`src/rtl/tt_um_jleugeri_token_emitter.sv`:
```
// Token emitter: folds token_start/token_end pulses from N upstream sources into
// per-cycle signed good/bad token deltas. Totals larger than one output word are
// parked in saturating pending accumulators and drained one max-magnitude delta per cycle.
module tt_um_jleugeri_token_emitter #(
    parameter int N_SOURCES = 4,
    parameter int W_BITS    = 4,
    parameter int OUT_BITS  = 4,
    parameter int ACC_BITS  = 8
) (
    input  logic                          clk,
    input  logic                          rst_n,
    input  logic [N_SOURCES-1:0]          src_token_start,
    input  logic [N_SOURCES-1:0]          src_token_end,
    input  logic [N_SOURCES*W_BITS-1:0]   good_weights,
    input  logic [N_SOURCES*W_BITS-1:0]   bad_weights,
    input  logic                          clear,
    output logic [OUT_BITS-1:0]           new_good_tokens,
    output logic [OUT_BITS-1:0]           new_bad_tokens,
    output logic [N_SOURCES-1:0]          active,
    output logic                          busy,
    output logic                          overflow,
    output logic                          protocol_error
);

    // Wide enough for pending + every source contributing at once without wrapping.
    localparam int SUM_W     = ACC_BITS + W_BITS + $clog2(N_SOURCES) + 1;
    localparam int ACC_MAX_I = (1 << (ACC_BITS - 1)) - 1;
    localparam int ACC_MIN_I = -(1 << (ACC_BITS - 1));
    localparam int OUT_MAX_I = (1 << (OUT_BITS - 1)) - 1;
    localparam int OUT_MIN_I = -(1 << (OUT_BITS - 1));

    localparam logic signed [SUM_W-1:0]    SUM_HI = SUM_W'(ACC_MAX_I);
    localparam logic signed [SUM_W-1:0]    SUM_LO = SUM_W'(ACC_MIN_I);
    localparam logic signed [ACC_BITS-1:0] ACC_HI = ACC_BITS'(ACC_MAX_I);
    localparam logic signed [ACC_BITS-1:0] ACC_LO = ACC_BITS'(ACC_MIN_I);
    localparam logic signed [ACC_BITS-1:0] OUT_HI_A = ACC_BITS'(OUT_MAX_I);
    localparam logic signed [ACC_BITS-1:0] OUT_LO_A = ACC_BITS'(OUT_MIN_I);
    localparam logic signed [OUT_BITS-1:0] OUT_HI = OUT_BITS'(OUT_MAX_I);
    localparam logic signed [OUT_BITS-1:0] OUT_LO = OUT_BITS'(OUT_MIN_I);

    function automatic logic signed [SUM_W-1:0] sext_w(input logic [W_BITS-1:0] w);
        return {{(SUM_W - W_BITS){w[W_BITS-1]}}, w};
    endfunction

    function automatic logic signed [SUM_W-1:0] sext_acc(input logic [ACC_BITS-1:0] a);
        return {{(SUM_W - ACC_BITS){a[ACC_BITS-1]}}, a};
    endfunction

    function automatic logic signed [ACC_BITS-1:0] sext_out(input logic [OUT_BITS-1:0] o);
        return {{(ACC_BITS - OUT_BITS){o[OUT_BITS-1]}}, o};
    endfunction

    function automatic logic acc_clips(input logic signed [SUM_W-1:0] v);
        return (v > SUM_HI) || (v < SUM_LO);
    endfunction

    function automatic logic signed [ACC_BITS-1:0] sat_acc(input logic signed [SUM_W-1:0] v);
        if (v > SUM_HI) return ACC_HI;
        else if (v < SUM_LO) return ACC_LO;
        else return v[ACC_BITS-1:0];
    endfunction

    function automatic logic signed [OUT_BITS-1:0] clamp_out(input logic signed [ACC_BITS-1:0] t);
        if (t > OUT_HI_A) return OUT_HI;
        else if (t < OUT_LO_A) return OUT_LO;
        else return t[OUT_BITS-1:0];
    endfunction

    logic signed [ACC_BITS-1:0] pg_q, pg_d, pb_q, pb_d;
    logic signed [OUT_BITS-1:0] good_q, good_d, bad_q, bad_d;
    logic [N_SOURCES-1:0]       act_q, act_d;
    logic                       ovf_q, ovf_d, perr_q, perr_d;

    logic signed [SUM_W-1:0]    dg, db, sum_g, sum_b;
    logic signed [ACC_BITS-1:0] tg, tb;

    // Classify each source's pulses, sum legal contributions, saturate and split into output + residue.
    always_comb begin
        dg     = '0;
        db     = '0;
        act_d  = act_q;
        perr_d = perr_q;
        for (int i = 0; i < N_SOURCES; i++) begin
            if (src_token_start[i] && src_token_end[i]) begin
                perr_d = 1'b1;
            end else if (src_token_start[i]) begin
                if (act_q[i]) begin
                    perr_d = 1'b1;
                end else begin
                    dg       = dg + sext_w(good_weights[i*W_BITS +: W_BITS]);
                    db       = db + sext_w(bad_weights[i*W_BITS +: W_BITS]);
                    act_d[i] = 1'b1;
                end
            end else if (src_token_end[i]) begin
                if (!act_q[i]) begin
                    perr_d = 1'b1;
                end else begin
                    dg       = dg - sext_w(good_weights[i*W_BITS +: W_BITS]);
                    db       = db - sext_w(bad_weights[i*W_BITS +: W_BITS]);
                    act_d[i] = 1'b0;
                end
            end
        end

        sum_g  = sext_acc(pg_q) + dg;
        sum_b  = sext_acc(pb_q) + db;
        tg     = sat_acc(sum_g);
        tb     = sat_acc(sum_b);
        ovf_d  = ovf_q | acc_clips(sum_g) | acc_clips(sum_b);
        good_d = clamp_out(tg);
        bad_d  = clamp_out(tb);
        // Residue keeps the sign of T and shrinks toward zero, so draining is monotone.
        pg_d   = tg - sext_out(good_d);
        pb_d   = tb - sext_out(bad_d);

        if (clear) begin
            act_d  = '0;
            perr_d = 1'b0;
            ovf_d  = 1'b0;
            good_d = '0;
            bad_d  = '0;
            pg_d   = '0;
            pb_d   = '0;
        end
    end

    // State and registered outputs; async reset dominates clear.
    always_ff @(posedge clk or negedge rst_n) begin
        if (!rst_n) begin
            pg_q   <= '0;
            pb_q   <= '0;
            good_q <= '0;
            bad_q  <= '0;
            act_q  <= '0;
            ovf_q  <= 1'b0;
            perr_q <= 1'b0;
        end else begin
            pg_q   <= pg_d;
            pb_q   <= pb_d;
            good_q <= good_d;
            bad_q  <= bad_d;
            act_q  <= act_d;
            ovf_q  <= ovf_d;
            perr_q <= perr_d;
        end
    end

    assign new_good_tokens = good_q;
    assign new_bad_tokens  = bad_q;
    assign active          = act_q;
    assign busy            = (pg_q != '0) || (pb_q != '0);
    assign overflow        = ovf_q;
    assign protocol_error  = perr_q;

endmodule

```
`config.mk`:
```
export PLATFORM = sky130hd
export DESIGN_NAME = tt_um_jleugeri_token_emitter
export DESIGN_NICKNAME = d
export VERILOG_FILES = /design/src/rtl/tt_um_jleugeri_token_emitter.sv
export SDC_FILE = /design/constraint.sdc
export NUM_CORES = 1
export LEC_CHECK = 0
export CELL_PAD_IN_SITES_DETAIL_PLACEMENT = 0
export CELL_PAD_IN_SITES_GLOBAL_PLACEMENT = 1
export CORE_ASPECT_RATIO = 0.7
export CORE_MARGIN = 10
export CORE_UTILIZATION = 45
export CTS_CLUSTER_SIZE = 30
export DETAILED_ROUTE_END_ITERATION = 8
export PLACE_DENSITY = 0.78
export SETUP_SLACK_MARGIN = 0.3
export SYNTH_ARGS = -nofsm -noshare
export SYNTH_HDL_FRONTEND = slang
export SYNTH_SLANG_ARGS = --single-unit
export TNS_END_PERCENT = 50
```
`constraint.sdc`:
```
create_clock -name clk -period 18.99 [get_ports clk]
set_input_delay 3.798 -clock clk [delete_from_list [all_inputs] [get_ports clk]]
set_output_delay 3.798 -clock clk [all_outputs]
set_load 0.1 [all_outputs]
```
# Word-level counts from Yosys, hierarchy flattened
# Index checks and enable logic that the tools add are counted.
[totals]
register_bits = 30
inputBits = 43
out_inout_bits = 15
[op_classes]
add_sub_neg = 18
n_lt_le_gt_ge = 8
eq_ne = 4
n_mux = 87
bitwise_logic = 2
reduce_logical = 17
[ops]
columns = ["operator", "count"]
rows = [
  ["two-way mux 15 bit", 40],
  ["adder 15 x 4 -> 15 bit", 6],
  ["subtractor 15 x 4 -> 15 bit", 6],
  ["two-way mux 8 bit", 6],
  ["two-way mux 1 bit", 34],
  ["adder 8 x 15 -> 15 bit", 2],
  ["greater-than comparator 15 x 8 -> 1 bit (second input constant)", 2],
  ["< comparator 15 x 8 -> 1 bit (second input constant)", 2],
  ["two-way mux 4 bit", 7],
  ["greater-than comparator 8 x 4 -> 1 bit (second input constant)", 2],
  ["< comparator 8 x 4 -> 1 bit (second input constant)", 2],
  ["nonzero test 8 bit", 2],
  ["subtractor 8 x 4 -> 8 bit", 2],
  ["nonzero test 3 bit", 4],
  ["subtractor 1 x 4 -> 5 bit (first input constant)", 2],
  ["!= test 2 bit (second input constant)", 4],
  ["AND reduction 2 bit", 4],
  ["logical AND 1 bit", 4],
  ["logical OR 1 bit", 3],
  ["OR 1 bit", 2],
]

# Longest topological paths before layout
# Gate-level depths: netlist of the first run.
[depth]
ltp_word = 29
ltp_mapped = 56
depth_no_buf = 52

# Worst setup path after synthesis of the first run
# OpenSTA, ideal clock, no wires.
[synth_path]
path_type = "input-to-reg"
start = "input src_token_end[0]"
end = "register pg_q[6]"
arrival_time_ns = 12.670
setup_slack_ns = 6.188
path_stages = 48
path_cell_list = "nor3b_1 > a22o_1 > ha_1 > nor2b_1 > o21ai_0 > a21o_1 > a21boi_0 > or2_2 > fa_1 > nor2_1 > o21ai_0 > o211a_1 > ha_1 > nand2b_1 > a21oi_1 > a21oi_1 > a221o_1 > a2111oi_0 > [12 not listed] > buf_1 > a21o_1 > a31oi_1 > xnor2_1 > xnor2_1 > xor2_1 > buf_6 > o21ai_2 > a21oi_1 > ha_1 > inv_1 > fa_1 > a21o_1 > a21o_1 > a21o_1 > a21oi_1 > xor2_1 > nor2_1"
[synth_via]
elab_chain_len = 27
[synth_rtl]
columns = ["item", "line", "text"]
rows = [
  ["start: declaration", "13", "input logic [N_SOURCES-1:0] src_token_end,"],
  ["two-way mux 15 bit", "94", "end else if (src_token_end[i]) begin"],
  ["two-way mux 15 bit", "86", "end else if (src_token_start[i]) begin"],
  ["two-way mux 15 bit *", "84", "if (src_token_start[i] && src_token_end[i]) begin"],
  ["subtractor 15 x 4 -> 15 bit", "98", "dg = dg - sext_w(good_weights[i*W_BITS +: W_BITS]);"],
  ["two-way mux 15 bit", "95", "if (!act_q[i]) begin"],
  ["two-way mux 15 bit", "94", ""],
  ["two-way mux 15 bit", "86", ""],
  ["two-way mux 15 bit *", "84", ""],
  ["[12 not listed]", "--", ""],
  ["two-way mux 8 bit", "59", "else if (v < SUM_LO) return ACC_LO;"],
  ["two-way mux 8 bit *", "58", "if (v > SUM_HI) return ACC_HI;"],
  ["< comparator 8 x 4 -> 1 bit", "65", "else if (t < OUT_LO_A) return OUT_LO;"],
  ["two-way mux 4 bit", "65", ""],
  ["two-way mux 4 bit", "64", "if (t > OUT_HI_A) return OUT_HI;"],
  ["subtractor 8 x 4 -> 8 bit *", "113", "pg_d = tg - sext_out(good_d);"],
  ["two-way mux 8 bit *", "116", "if (clear) begin"],
  ["named net pg_d[6]", "69", "logic signed [ACC_BITS-1:0] pg_q, pg_d, pb_q, pb_d;"],
  ["end signal: assignment", "138", "pg_q <= pg_d;"],
  ["end: declaration", "69", ""],
]
# Mark *: on every way through the listed nets, which the timed path passes. The rest lies on a longest branch.
# A chain may end at the register's enable or synchronous reset.

# Worst setup path in the final report of the first run
[layout_path]
start = "input src_token_start[0]"
end = "register pg_q[6]"
[layout_via]
elab_chain_len = 26
[layout_rtl]
columns = ["item", "line", "text"]
rows = [
  ["start: declaration", "12", "input logic [N_SOURCES-1:0] src_token_start,"],
  ["two-way mux 15 bit or logical AND 1 bit (tied branches)", "86, 84", ""],
  ["two-way mux 15 bit *", "84", ""],
  ["subtractor 15 x 4 -> 15 bit", "98", ""],
  ["two-way mux 15 bit", "95", ""],
  ["two-way mux 15 bit", "94", ""],
  ["two-way mux 15 bit", "86", ""],
  ["two-way mux 15 bit *", "84", ""],
  ["subtractor 15 x 4 -> 15 bit", "98", ""],
  ["[11 not listed]", "--", ""],
  ["two-way mux 8 bit", "59", ""],
  ["two-way mux 8 bit *", "58", ""],
  ["< comparator 8 x 4 -> 1 bit", "65", ""],
  ["two-way mux 4 bit", "65", ""],
  ["two-way mux 4 bit", "64", ""],
  ["subtractor 8 x 4 -> 8 bit *", "113", ""],
  ["two-way mux 8 bit *", "116", ""],
  ["named net pg_d[6]", "69", ""],
]
# Marked as above.

==> results of run 1 <==
==> kinds of logic after synthesis <==
logic type / synth area share
AND/OR/NAND/NOR: 0.207
adder cells (fa/ha/maj): 0.242
AO/OA/AOI/OAI: 0.363
XOR/XNOR: 0.0522
multiplexers: 0.0103
buffers and inverters: 0.0616
flip-flops: 0.0648
==> cell usage in the layout, fill, tap and decap left out, types with 24 or more instances in the layout <==
master / n
a21oi_1: 163
o21bai_1: 24
nor3_1: 30
xnor2_1: 49
clkdlybuf4s50_1: 57
o21ai_0: 124
nand2_1: 107
nor2_1: 164
ha_1: 178
inv_1: 127
a21o_1: 32
fa_1: 28
dfrtp_1: 30
nor2b_1: 40
nand2b_1: 40
a211oi_1: 30
==> worst max-delay path, delay by kind of cell <==
kind                     cells  cell delay (ps)
AO/OA/AOI/OAI               23             5220
adder cells (fa/ha/maj)      8             2840
AND/OR/NAND/NOR              7             1720
buffers and inverters        7             1060
XOR/XNOR                     3              400
==> power breakdown <==
group	total, uW	switching (uW)	internal (uW)	leakage (uW)
Sequential	116	22.2	94.0	0.000386
Clock	80.9	33.4	47.4	0.0000694
Combinational	1470	856	619	0.00511
Total	1670	911	760	0.00556
==> cells in the mapped netlist, types with 15 or more instances <==
| master | number | area share |
|---|---|---|
| nor2_1 | 165 | 0.053 |
| nor3_1 | 30 | 0.013 |
| a21o_1 | 32 | 0.021 |
| o22ai_1 | 18 | 0.0097 |
| clkbuf_1 | 40 | 0.013 |
| dfrtp_1 | 30 | 0.065 |
| nand2b_1 | 40 | 0.022 |
| a21oi_1 | 163 | 0.070 |
| xor2_1 | 20 | 0.015 |
| a221oi_1 | 17 | 0.013 |
| fa_1 | 28 | 0.048 |
| o21a_1 | 20 | 0.013 |
| inv_1 | 127 | 0.041 |
| a221o_1 | 17 | 0.015 |
| o21ai_0 | 124 | 0.054 |
| nor4_1 | 18 | 0.0097 |
| a211oi_1 | 30 | 0.019 |
| o21bai_1 | 24 | 0.016 |
| xnor2_1 | 49 | 0.037 |
| ha_1 | 178 | 0.19 |
| nor2b_1 | 40 | 0.022 |
| o221ai_1 | 15 | 0.011 |
| or3_1 | 15 | 0.0081 |
| nand2_1 | 107 | 0.035 |
==> flip-flops by register name, summed over array words and instances (netlist names) <==
signal           cells
new_bad_tokens       4
protocol_error       1
new_good_tokens      4
active               4
pb_q                 8
overflow             1
pg_q                 8
==> worst paths after layout <==
path	startpoint	endpoint	slack, ps	depth (start not counted)
setup / recovery	src_token_start[0]	pg_q[6]	4100	48
max in group asynchronous	rst_n	pg_q[5]	14750	2
setup reg to reg	active[0]	pg_q[6]	7720	47
min in group asynchronous	rst_n	pb_q[6]	3930	2
hold reg to reg	overflow	overflow	550	2
hold / removal	overflow	overflow	550	2
==> metal layers <==
| layer | part of all wire | GRT usage |
|---|---|---|
| met5 | 0 | 0 |
| met1 | 0.51 | 0.363 |
| met2 | 0.39 | 0.324 |
| met3 | 0.089 | 0.0450 |
| met4 | 0.014 | 0.0393 |
==> metrics by stage <==
| step | area (um^2) | hold WS, ps | util | cells |
|---|---|---|---|---|
| 3_3_place_gp | 12500 | 530 | 0.488 | 1954 |
| 6_report | 12600 | 551 | 0.494 | 1962 |
| 4_1_cts | 12600 | 558 | 0.494 | 1961 |
| 3_5_place_dp | 12500 | 539 | 0.488 | 1954 |
| 5_1_grt | 12600 | 617 | 0.494 | 1962 |
| 2_1_floorplan | 11600 | 702 | - | 1606 |
==> area by class of cell <==
class	count	area [um^2]
fill	2536	12900
multi-input combinational	1393	10100
sequential	30	751
timing repair buffer	73	691
inverter	127	477
tap	331	414
clock buffer	5	125
clock inverter	2	10.0
antenna	1	2.50
==> results, run 1 <==
- The pre-CTS setup slack is 4010 ps.
- The maximum net fanout on the critical path is 8.
- For this run, the register share of the synthesized area comes to 0.0648.
- The share of the clock period used by the worst path after layout is 0.784.
- After global routing the overflow that remains totals 0.
- The via count of the first global-routing pass was 11300.
- The count of cell types in the netlist is 90.
- The final setup violation count is 0.
- The pin count of the biggest net entering global routing is 31.
- The area of the die is 0.0327 mm^2.
- The source-to-sink clock delay at the later pin of the worst-skew pair is 280 ps.
- The yosys synthesis warning count is 0.
- The final net count is 1879.
- In this run the vertical extent of the chip is 154 um.
- In this design, the stage delay of the slowest critical-path cell is 630 ps.
- The average routed wire per standard cell is 20.0 um.
- The setup slack after layout is 4100 ps.
- The worst pin sits at a relative slew slack of 0.283.
- The total power after layout is 1670 uW.
- The sink count of the clock tree is 30.
- Of the cells placed in the final design, the portion with a size suffix greater than 1 is 0.0429.
- The initial antenna violation count is 1.
- The analysis attributes to cell leakage a power of 0.00556 uW.
- Detailed placement finished with a half-perimeter wire length of 31800 um.
- The total vias in the final route is 12300.
- On the final layout, the worst clock skew is 5.65 ps.
- The first TritonRoute pass finished after 8 iterations.
- The worst setup path is captured at a flip-flop.
- The setup path with the least slack is of type input pin to flip-flop.
- After synthesis the netlist holds a flip-flop and latch count of 30.
- The tightest min-delay check is of the flip-flop to flip-flop type.
- STA classifies the critical path startpoint as an input pin.
- The power density relative to cell area is 133 mW/mm^2.
- The synthesized design contains 0 enable-type register cells.
- The clock passes through at most 2 buffers.
- The run finished with clean final reports.
- The detailed router finished its first iteration with 1257 violations.
- Hold repair after CTS inserted 0 buffers.
- During placement, the flow inserted port buffers numbering 57.
- The I/O pin count is 58.
- The post-detailed-route count of antenna-violating nets is 0.
- Relative to the synthesized area, the layout overhead comes to 8.71%.
- The clock tree from TritonCTS is built.
- For this run, the total global-route usage over all layers was measured as 0.235.
- The number of post-CTS setup repair buffers is 0.
- The number of nets handed over by synthesis was 1855.
- The DRC violation count after routing is 0.
- The post-synthesis average cell area is 7.21 um^2.
- For this run, the leading register cell type out of synthesis is dfrtp_1.
- Setup repair after global routing left no endpoint under its margin.
- Derived from the worst setup path, the maximum achievable clock frequency is 67.1 MHz.
- The cell area that synthesis handed to floorplanning was 0.0116 mm^2.
- The number of hold-slack violations in the final timing report is 0.
- For the final routed database, the setup TNS stands at 0 ps.
- For the pin with the worst max-slew slack, the measured transition is 1070 ps.
- At the end of routability-driven placement, the weighted congestion stood at 0.960.
- The number of CTS-inserted buffers is 5.
- The number of resized instances in the post-cts repair step is 0.
- The max-slew violation total from the final report is 0.
- The floorplan step set the die width to 212 um.
- The first-pass GRT wire length is 62800 um.
- Counting stages on the worst path, the most repeated cell is a21oi_1.
- The number of placement rows is 49.
- Subtracting the final worst setup slack from the clock period gives 14890 ps.
- Data on the critical path is required at its endpoint by 19150 ps.
- Synthesis produced a netlist whose cell count is 1606.
- The H-tree was split into 2 levels.
- Across the VDD grid, the largest voltage drop is 155 uV.
- The root buffer cell chosen for the clock tree is clkbuf_16.
- The core region is 0.0255 mm^2.
- The CTS clock-pin slew for the worst setup and hold paths is 60 ps.
- The initial standard-cell utilization of the core is 0.454.
- The overall routed net length is 39300 um.
- The tool flagged a number of max-cap violations equal to 0.
- Dividing the detail-routed via count by the number of cells gives 6.24.
- The cell with the biggest individual delay on the critical path is nor4b_4.
- The share of synthesized flip-flops with an asynchronous set or reset is 1.00.
- For the worst setup path, the data arrival time is 15050 ps.
No activity file was read; power rests on OpenSTA's default activity.
==> run 2: changes to the inputs <==
clock period = 14.66 ns   (was 18.99 ns; I/O delays follow)
==> run 2 against run 1 <==
  * Critical path depth increased by 3
  * Non-clock buffer count increased by 15
  * Routed wire length increased by 0.75%
  * Core utilization increased by 0.60 points
  * Hold slack improved by 9.8 ps
  * Via count increased by 0.58%
  * Total power increased by 32%
  * Largest cell class unchanged
  * Largest power group unchanged
==> results, run 2 (synthesized netlist as in run 1, its figures left out) <==
- The run finished with clean final reports.
- The I/O pin count was 58 (unchanged).
- The number of H-tree levels is 2 (unchanged).
- The share of layout cells above drive strength 1 was 0.0541 (+0.0111).
- The number of buffers on the longest clock path was 2 (unchanged).
- The stage delay of the slowest cell on the critical path is 570 ps (-60 ps).
- The start point of the worst min-delay path is overflow.
- The number of input and output port buffers inserted is 57 (unchanged).
- The number of CTS-inserted buffers was 5 (unchanged).
- The transition time of the tightest slew-check pin came to 1010 ps (-65.8 ps).
- The arrival time of the worst setup path was 13770 ps (-1280 ps).
- The root buffer cell is clkbuf_16.
- The die outline height is 154 um (unchanged).
- The first-pass GRT wire length came to 62600 um (-0.30%).
- The number of maximum-capacitance constraint violations is 0 (unchanged).
- The routing layer with the top usage in global route is met1.
- The number of hold-slack violations in the final timing report is 0 (unchanged).
- The worst hold path stage count came to 2 (unchanged).
- The cell with the biggest individual delay on the critical path is clkdlybuf4s50_1.
- The last weighted congestion value of the routability-driven placer is 0.958 (-0.24%).
- The clock tree from TritonCTS is built.
- The power density relative to cell area is 173 mW/mm^2 (+30%).
- In the final layout, the registers with the most flip-flops are pb_q x8, pg_q x8.
- The initial standard-cell utilization of the core was 0.454 (unchanged).
- The maximum resistive drop on vdd is 180 uV (+16%).
- The number of cells on the worst reg-to-reg path is 50 (+6.4%).
- The total vias in the final route came to 12300 (+0.58%).
- The most common library cell in the layout ignoring fill and taps is ha_1.
- The launching point of the worst reg2reg path is active[0].
- The path type of the worst min-delay path is flip-flop to flip-flop.
- The met3 track demand over resource in global routing came to 0.0452 (+0.000202).
- The initial antenna violation count is 0 (-1).
- For hold timing, the worst endpoint is overflow.
- The sum of negative setup slack is 0 ps (unchanged).
- The share of the clock period used by the worst path after layout is 0.928.
- The area taken by flip-flops and latches was 751 um^2 (unchanged).
- The maximum net fanout on the critical path is 10 (+2).
- The final setup violation count was 0 (unchanged).
- Setup repair after global routing left no endpoint under its margin.
- The DRC violation count after routing is 0 (unchanged).
- The post-detailed-route count of antenna-violating nets is 0 (unchanged).
- The worst setup path is launched from an input pin.
- The pin count of the biggest net entering global routing is 31 (unchanged).
- The reg-to-reg setup timing slack is 3800 ps (-3920 ps).
- The time the final worst path needs with I/O delays and setup is 13610 ps.
- The worst-case clock skew was 10.4 ps (+4.72 ps).
- The area taken by multi-input logic gates is 0.0102 mm^2 (+0.30%).
- The worst max-slew margin expressed relative to the limit is 0.326 (+0.0435).
- The total core area was 0.0255 mm^2 (unchanged).
- STA classifies the critical path endpoint as a flip-flop.
- The global routing met2 resource utilization came to 0.318 (-0.00624).
- The post-placement cell count was 1964 (+0.51%).
- The clock share of power came to 0.050 (+0.002).
- The highest clock frequency the design can meet is 73.5 MHz.
- The area growth from synthesis to layout is 10.0%.
- The count of fill cells added during filler insertion came to 2584 (+1.9%).
- The final global-route overflow total was 0 (unchanged).
- The detailed-router iteration count before antenna repair is 6 (-2).
- The number of placement rows is 49 (unchanged).
- The max-slew violation total from the final report is 0 (unchanged).
- The via count of the first global-routing pass was 11200 (-0.51%).
- The sink count of the clock tree came to 30 (unchanged).
- The starting DRC count in detailed routing is 1153 (-8.3%).
- The vias per cell is 6.23 (-0.18%).
- The final net count is 1894 (+0.80%).
- The overall routed net length is 39500 um (+0.75%).
- The average routed wire per standard cell was 20.0 um (about the same).
- By startpoint and endpoint, the worst setup path is classified as input pin to flip-flop.
- The floorplan die width is 212 um (unchanged).
- The source-to-sink clock delay at the later pin of the worst-skew pair is 290 ps (about the same).
- The critical path's most frequent cell is a21oi_1.
- The sequential cell fraction of total power is 0.068 (about the same).
- The area of the die is 0.0327 mm^2 (unchanged).
- The count of placed standard cells in the final layout, fillers left out came to 1977 (+0.76%).
- The internal power summed over all cells is 1020 uW (+34%).
- The worst flop-to-flop path endpoint is pg_q[6].
- The combined global-route utilization of all metal layers is 0.234 (-0.000734).
- Leaving out fill and tap cells, the most frequent cells in the layout are 178 x ha_1, 164 x nor2_1, 163 x a21oi_1.
- The number of diodes came to 0 (-1).
- The HPWL after detailed placement came to 31800 um (about the same).
- The met1 layer usage reported by global route is 0.369 (+0.00544).
- The switching power of the nets is 1190 uW (+30%).
- The combinational group share of total power is 0.882 (about the same).
- The CTS clock-pin slew for the worst setup and hold paths is 50 ps (about the same).
- The leakage power total is 0.00565 uW (+1.5%).
- The data required time of the critical path is 14820 ps (-4330 ps).
- The switching part of the total was 0.539 (-0.00646).
## run 2: cell types whose count changed in the layout (fill, tap and decap cells not counted), sizes merged
cell / previous run / this run
buf: 16 / 31
clkbuf: 5 / 7
clkinv: 2 / 1
diode: 1 / 0
## run 2: power groups by stage
stage	Clock, uW	Combinational (uW)	Sequential [uW]
after floorplan	0	1430	205
after global placement	0	1880	151
after detailed placement	0	1870	151
after CTS	112	1890	150
after global routing	115	2170	153
final	110	1940	151
## run 2: how the worst max path moves through the flow
| stage | startpoint | to | slack [ps] | cells past startpoint |
|---|---|---|---|---|
| finish | src_token_end[0] | pg_q[6] | 1050 | 51 |
| global route | src_token_end[0] | pg_q[6] | 290 | 51 |
| global placement | src_token_start[0] | pg_q[6] | 470 | 51 |
| floorplan | src_token_end[0] | pg_q[6] | 2720 | 48 |
| CTS | src_token_start[0] | pg_q[6] | 630 | 51 |
| detailed placement | src_token_start[0] | pg_q[6] | 340 | 51 |
## run 2: cell type report
class / instances / area share
inverter: 127 / 0.0374
tap: 331 / 0.0325
timing repair buffer: 88 / 0.0630
multi-input combinational: 1393 / 0.797
sequential: 30 / 0.0589
clock buffer: 7 / 0.0112
clock inverter: 1 / 0.000393
## run 2: worst max-delay path: cells and delay by family
| kind | cells | cell delay (ps) |
|---|---|---|
| AO/OA/AOI/OAI | 24 | 4750 |
| adder cells (fa/ha/maj) | 8 | 2810 |
| buffers and inverters | 8 | 1290 |
| AND/OR/NAND/NOR | 7 | 1120 |
| XOR/XNOR | 4 | 890 |
## run 2: layer usage
layer  up-vias  share of wire  wire length [um]
met5         -        0.00094                37
met4         2         0.0078               308
met3        26          0.094              3730
met2       519           0.39             15500
met1      5744           0.51             20000
li1       6032              -                 -
## run 2: per-stage QoR
step	utilization	setup slack [ps]	cell area [um^2]	total power, uW	hold slack, ps
after floorplan	-	2720	11600	1630	702
after global placement	0.491	470	12500	2030	533
after detailed placement	0.491	338	12500	2020	549
after CTS	0.497	634	12700	2160	567
after global routing	0.500	293	12700	2430	586
final	0.500	1050	12700	2200	561
## run 2: what timing repair did
action | in CTS | in global routing
hold buffers | 0 | 0
endpoints found under the setup margin | 0 | 9
setup buffers | 0 | 5
gates resized for setup | 0 | 6
